==> src/rtl/writeback_unit.sv <==
// Writeback stage: round-robin arbitration of ALU/LSU results, load formatting, registered RF write port + forwarding.
// Optional retire counter enabled by defining WB_RETIRE_CNT_EN; otherwise retire_cnt_o is tied to 0.
module writeback_unit #(
  parameter int DATA_WIDTH   = 32,
  parameter int NUM_REGISTER = 32,
  localparam int AW          = $clog2(NUM_REGISTER)
) (
  input  logic                  clk_i,
  input  logic                  rst_n_i,
  input  logic                  alu_valid_i,
  output logic                  alu_ready_o,
  input  logic [AW-1:0]         alu_rd_addr_i,
  input  logic [DATA_WIDTH-1:0] alu_data_i,
  input  logic                  lsu_valid_i,
  output logic                  lsu_ready_o,
  input  logic [AW-1:0]         lsu_rd_addr_i,
  input  logic [DATA_WIDTH-1:0] lsu_data_i,
  input  logic [2:0]            lsu_funct3_i,
  input  logic [1:0]            lsu_offset_i,
  output logic                  we_o,
  output logic [AW-1:0]         rd_addr_o,
  output logic [DATA_WIDTH-1:0] rd_o,
  output logic                  fwd_valid_o,
  output logic [AW-1:0]         fwd_addr_o,
  output logic [DATA_WIDTH-1:0] fwd_data_o,
  output logic                  load_err_o,
  output logic [31:0]           retire_cnt_o
);

  typedef struct packed {
    logic                  wr;
    logic [AW-1:0]         addr;
    logic [DATA_WIDTH-1:0] data;
  } wb_req_t;

  localparam logic [2:0] F3_LB  = 3'b000;
  localparam logic [2:0] F3_LH  = 3'b001;
  localparam logic [2:0] F3_LW  = 3'b010;
  localparam logic [2:0] F3_LBU = 3'b100;
  localparam logic [2:0] F3_LHU = 3'b101;

  logic last_lsu;  // 1: LSU granted most recently
  logic grant_alu, grant_lsu;

  // Reset leaves last_lsu=0 so the LSU wins the first contest.
  always_comb begin
    grant_lsu = lsu_valid_i & (~alu_valid_i | ~last_lsu);
    grant_alu = alu_valid_i & ~grant_lsu;
  end

  assign alu_ready_o = grant_alu;
  assign lsu_ready_o = grant_lsu;

  logic [7:0]            ld_byte;
  logic [15:0]           ld_half;
  logic [DATA_WIDTH-1:0] ld_data;
  logic                  ld_err;

  always_comb begin
    ld_byte = lsu_data_i[{lsu_offset_i, 3'b000} +: 8];
    ld_half = lsu_offset_i[1] ? lsu_data_i[31:16] : lsu_data_i[15:0];
    ld_data = '0;
    ld_err  = 1'b0;
    unique case (lsu_funct3_i)
      F3_LB:  ld_data = {{(DATA_WIDTH-8){ld_byte[7]}}, ld_byte};
      F3_LBU: ld_data = {{(DATA_WIDTH-8){1'b0}}, ld_byte};
      F3_LH: begin
        ld_data = {{(DATA_WIDTH-16){ld_half[15]}}, ld_half};
        ld_err  = lsu_offset_i[0];
      end
      F3_LHU: begin
        ld_data = {{(DATA_WIDTH-16){1'b0}}, ld_half};
        ld_err  = lsu_offset_i[0];
      end
      F3_LW: begin
        ld_data = lsu_data_i;
        ld_err  = |lsu_offset_i;
      end
      default: ld_err = 1'b1;
    endcase
  end

  wb_req_t nxt;

  // Writes to x0 and malformed loads are consumed without touching the RF.
  always_comb begin
    nxt = '0;
    if (grant_alu) begin
      nxt.wr   = |alu_rd_addr_i;
      nxt.addr = alu_rd_addr_i;
      nxt.data = alu_data_i;
    end else if (grant_lsu) begin
      nxt.wr   = ~ld_err & (|lsu_rd_addr_i);
      nxt.addr = lsu_rd_addr_i;
      nxt.data = ld_data;
    end
  end

  always_ff @(posedge clk_i or negedge rst_n_i) begin
    if (!rst_n_i) begin
      we_o       <= 1'b0;
      rd_addr_o  <= '0;
      rd_o       <= '0;
      load_err_o <= 1'b0;
      last_lsu   <= 1'b0;
    end else begin
      we_o       <= nxt.wr;
      load_err_o <= grant_lsu & ld_err;
      if (nxt.wr) begin
        rd_addr_o <= nxt.addr;
        rd_o      <= nxt.data;
      end
      if (grant_alu | grant_lsu) last_lsu <= grant_lsu;
    end
  end

  assign fwd_valid_o = we_o;
  assign fwd_addr_o  = rd_addr_o;
  assign fwd_data_o  = rd_o;

`ifdef WB_RETIRE_CNT_EN
  logic [31:0] retire_cnt_q;

  always_ff @(posedge clk_i or negedge rst_n_i) begin
    if (!rst_n_i)  retire_cnt_q <= '0;
    else if (we_o) retire_cnt_q <= retire_cnt_q + 32'd1;
  end

  assign retire_cnt_o = retire_cnt_q;
`else
  assign retire_cnt_o = '0;
`endif

endmodule

==> config.mk <==
export PLATFORM = sky130hd
export DESIGN_NAME = writeback_unit
export DESIGN_NICKNAME = d
export VERILOG_FILES = /design/src/rtl/writeback_unit.sv
export SDC_FILE = /design/constraint.sdc
export NUM_CORES = 1
export LEC_CHECK = 0
export CAP_MARGIN = 20
export CORE_MARGIN = 4
export CORE_UTILIZATION = 25
export CTS_BUF_LIST = sky130_fd_sc_hd__clkbuf_8 sky130_fd_sc_hd__clkbuf_16
export DETAILED_ROUTE_END_ITERATION = 7
export PLACE_DENSITY_LB_ADDON = 0.2
export SYNTH_ARGS = -nofsm -noshare
export SYNTH_HDL_FRONTEND = slang
export SYNTH_SLANG_ARGS = --single-unit
==> constraint.sdc <==
create_clock -name clk_i -period 2.1 [get_ports clk_i]
set_input_delay 0.63 -clock clk_i [delete_from_list [all_inputs] [get_ports clk_i]]
set_output_delay 0.63 -clock clk_i [all_outputs]
set_load 0.1 [all_outputs]
# --- After elaboration in Yosys (flattened, before gate mapping) ---
# Cells that the tools add are included.
word_totals:
  regBits: 40
  out_inout_bits: 111
  wordCells: 31
classes:
  n_eq_ne: 4
  n_shift: 1
  n_mux: 5
  bitwise: 10
  n_reduce_logical: 6
ops:
  columns: ["op", "count"]
  rows:
  - ["one-hot mux 32 bit (5 select lines)", 1]
  - ["2-to-1 mux 38 bit", 2]
  - ["variable part select 32 x 6 -> 8 bit", 1]
  - ["2-to-1 mux 16 bit", 1]
  - ["OR reduction 5 bit", 2]
  - ["== test 3 bit, second input constant", 2]
  - ["OR reduction 2 bit", 3]
  - ["AND 1 bit", 4]
  - ["NOT 1 bit", 4]
  - ["== test 3 x 1 -> 1 bit, second input constant", 1]
  - ["== test 3 x 2 -> 1 bit, second input constant", 1]
  - ["zero test 3 bit", 1]
  - ["one-hot mux 1 bit (3 select lines)", 1]
  - ["OR 1 bit", 2]

# --- Longest topological paths before layout ---
logic_depth:
  ltp_word: 7
  ltp_mapped: 8

# --- Least setup slack after synthesis ---
# No wires, ideal clock.
synth_path:
  kind: "in2reg"
  startpoint: "in lsu_valid_i"
  endpoint: "reg rd_o[26] (netlist: fwd_data_o[26])"
  arrival_time_ns: 2.204
  setup_slack_ns: -0.179
  stages: 7
  n_path_buf: 2
  path_cell_list: "a21boi_1 buf_2 nand2_2 a211oi_4 buf_6 a221oi_2 a21oi_2"
synth_via:
  elab_chain_cells: 4
  elab_cells_between_ends: 5
synth_lines:
  columns: ["item", "line_no", "text"]
  rows:
  - ["from (decl)", "14", "input logic lsu_valid_i,"]
  - ["AND 1 bit (*)", "47", "grant_lsu = lsu_valid_i & (~alu_valid_i | ~last_lsu);"]
  - ["named net lsu_ready_o", "15", "output logic lsu_ready_o,"]
  - ["NOT 1 bit", "48", "grant_alu = alu_valid_i & ~grant_lsu;"]
  - ["AND 1 bit", "48", null]
  - ["2-to-1 mux 38 bit (*)", "88", "if (grant_alu) begin"]
  - ["to (signal assigned)", "111", "rd_o <= nxt.data;"]
  - ["to (decl)", "22", "output logic [DATA_WIDTH-1:0] rd_o,"]
# Mark *: on every way through the listed nets, which the timed path passes. The rest lies on a longest branch.
# A chain may end at the register's enable or synchronous reset.

# --- Worst setup path after layout ---
layout_path:
  startpoint: "in lsu_valid_i"
  endpoint: "out alu_ready_o"
layout_via:
  elab_chain_cells: 3
layout_lines:
  columns: ["item", "line_no", "text"]
  rows:
  - ["AND 1 bit", "47", null]
  - ["NOT 1 bit", "48", null]
  - ["AND 1 bit", "48", null]
  - ["to (decl)", "11", "output logic alu_ready_o,"]
# Every way passes these cells.

==> metrics.txt <==
status=complete, no violations; sequential share of the synthesized area=33.8%; Finished Layout Cells=approximately 620; die height=117 um; Critical Path RT=1.47 ns; # diodes=0; maximum clock frequency=a little under 0.5 GHz; Rows=39; Cell Area, Synth=2960 um^2; Max-slew headroom=63.4%; antenna violations before repair=0; Min Hold Slack=around 0.33 ns; Distinct cells, synth=between 40 and 50; Seq cells post-synth=40; Via density=between 4 and 5; clock transition at the registers of the reported paths=approximately 0.060 ns; worst-path cell chain=dlygate4sd2_1, buf_4, a21boi_4, buf_12; Antenna Nets Post-Route=0; WL per Instance=about 20 um; final instance area=roughly 6100 um^2; Tmin final=approximately 2.1 ns; Hold Crit Class=in -> async; Nets=557; hold_buf cts=0; fraction of layout cells with a size suffix above 1=47.2%; Reg-to-Reg Start=last_lsu$_DFFE_PN0P_; count leader, synth=buf_4; Worst-Skew Late Latency=around 0.28 ns; core area=around 12,000 um^2; VDD IR max=between 0.4 and 0.5 mV; I/O Buffers=~160; Post-Route Setup TNS=0 ns; RSZ-0062 raised after global routing=false; Ports=about 190; Placed Area=about 5300 um^2; Data arrival, critical path=around 1.4 ns; CP Class=in -> out; Fin. Hold Viols=0; GP Congestion=0.844; first-pass GRT wire length=roughly 17 mm; number of flops mapped to enable cells by yosys=0; Yosys Warn Count=0; Slew @ Worst Pin=about 0.55 ns; vias in the first global route=roughly 3,000; htree depth=2; # setup viols final=0; via count=between 3,000 and 4,000; clk_skew=0.00290 ns; CTS Buffer Depth=2; delay-heaviest family, CP=buffers and inverters; placed cell count=~600; CP max stage cell=dlygate4sd2_1; leakage power=2.57 nW; top cells by instance count after synthesis=77 x buf_4, 43 x nor2_1, 40 x dfrtp_1; worst path buffer plus inverter count=3; Max FO, Critical Path=2; MaxCap Viol Count=0; Pwr Density=1100 nW/um^2; Syn Area/Cell=roughly 9.4 um^2; DR iter-0 viols=between 200 and 250; Routed WL=12.4 mm; Final Slew Violations=0; drt pass-1 iters=5; Starting Density=~26%; Synth area leader=dfrtp_1; Post-synth ARST share=100%; Area contributors post-synth=dfrtp_1 34%, buf_4 20%, nor2_1 5.5%; main flop type after synthesis=dfrtp_1; DP HPWL=between 9 and 10 mm; GRT Total Usage=16.6%; fin crit share=98.4%; Synth-to-Final Area Change=106%; clk sink count=40; post-synthesis cell count=~320; Die W=117 um; final core utilization=between 50% and 60%; cts bufs inserted=5; Worst path max stage delay=about 0.24 ns; Critical Path Start=lsu_valid_i; clk root buf=clkbuf_16; CTS tree=done; Worst Setup Start Kind=input port; DRC=0; grt ovf=0; CP Capture Type=output pin; die area=around 14,000 um^2; pin count of the biggest net entering global routing=23; Synth top area share=33.8%
## report_power, final
group / internal, mW / switching (mW) / total (mW) / leakage (nW)
logic: 1.63 / 3.05 / 4.68 / 2.01
registers: 0.920 / 0.312 / 1.23 / 0.476
clock network: 0.465 / 0.311 / 0.776 / 0.0795
total: 3.02 / 3.68 / 6.69 / 2.57
## final cells by class
type                            count  area (um^2)
Fill cell                        1010         5420
Timing Repair Buffer              212         2960
Multi-Input combinational cell    212         1790
Sequential cell                    40         1000
Tap cell                          143          179
Clock buffer                        6          139
Inverter                            3         11.3
Clock inverter                      2         7.51
## final timing paths
kind | slack (ns) | cells past startpoint | end
max | 0.03 | 4 | alu_ready_o
min | 0.33 | 1 | fwd_valid_o$_DFF_PN0_
max reg2reg | 0.29 | 8 | fwd_data_o[29]$_DFFE_PN0P_
min reg2reg | 0.55 | 1 | last_lsu$_DFFE_PN0P_
max in group asynchronous | 1.25 | 2 | fwd_data_o[23]$_DFFE_PN0P_
min in group clk_i | 0.55 | 1 | last_lsu$_DFFE_PN0P_
## repair_timing
action                     in CTS  in global routing
setup endpoints to repair      39                 38
cloned                          2                  2
hold endpoints to repair        0                  0
buffers inserted                9                  2
resized for setup              44                 51
pin swaps                       8                  9
## registers in the layout (all words and copies together) (netlist names)
register and count:
fwd_valid_o 1, load_err_o 1, fwd_addr_o 5, last_lsu 1
fwd_data_o 32
## logic make-up (layout without fill, tap and decap cells)
group           Yosys count  after routing  share of synthesized area (%)
compound gates           97             97                           28.2
buf+inv                  94            223                           22.7
simple gates             71             71                           10.7
flops                    40             40                           33.8
mux                      12             12                           4.48
other cells               1             32                          0.127
## worst reg2reg max path: stages, from the launching register on
cell and delay, ns:
dfrtp_1 0.43, inv_1 0.10, a21boi_4 0.24, buf_4 0.17, buf_4 0.12, o2bb2ai_4 0.16
buf_12 0.14, bufbuf_16 0.28, a21oi_2 0.06
## stage by stage
stage	total power [mW]	setup WS (ns)
final	6.69	0.0331
after global routing	6.88	0.00821
after CTS	6.60	-0.0302
after detailed placement	5.69	-0.780
after global placement	5.67	-0.715
after floorplan	4.16	0.0156
## cell usage in the layout (no fill, tap or decap), drive strengths merged, types with 5 or more instances in the layout
cell	count
dlygate4sd2	8
mux2	10
nand2	13
a2bb2oi	7
buf	128
a22o	7
clkdlybuf4s50	66
a31oi	5
a221oi	24
nor2	43
clkbuf	11
a222oi	7
conb	32
dfrtp	40
a21oi	32
inv	5
## metal layers
| metal | GRT usage [%] | share of wire (%) | vias to the layer above |
|---|---|---|---|
| met5 | 0 | 0 | - |
| met3 | 2.98 | 8.1 | 17 |
| met4 | 4.59 | 1.8 | 0 |
| met1 | 21.8 | 40 | 1479 |
| li1 | - | - | 1371 |
| met2 | 28.1 | 50 | 168 |
No activity file was read; power rests on OpenSTA's default activity.
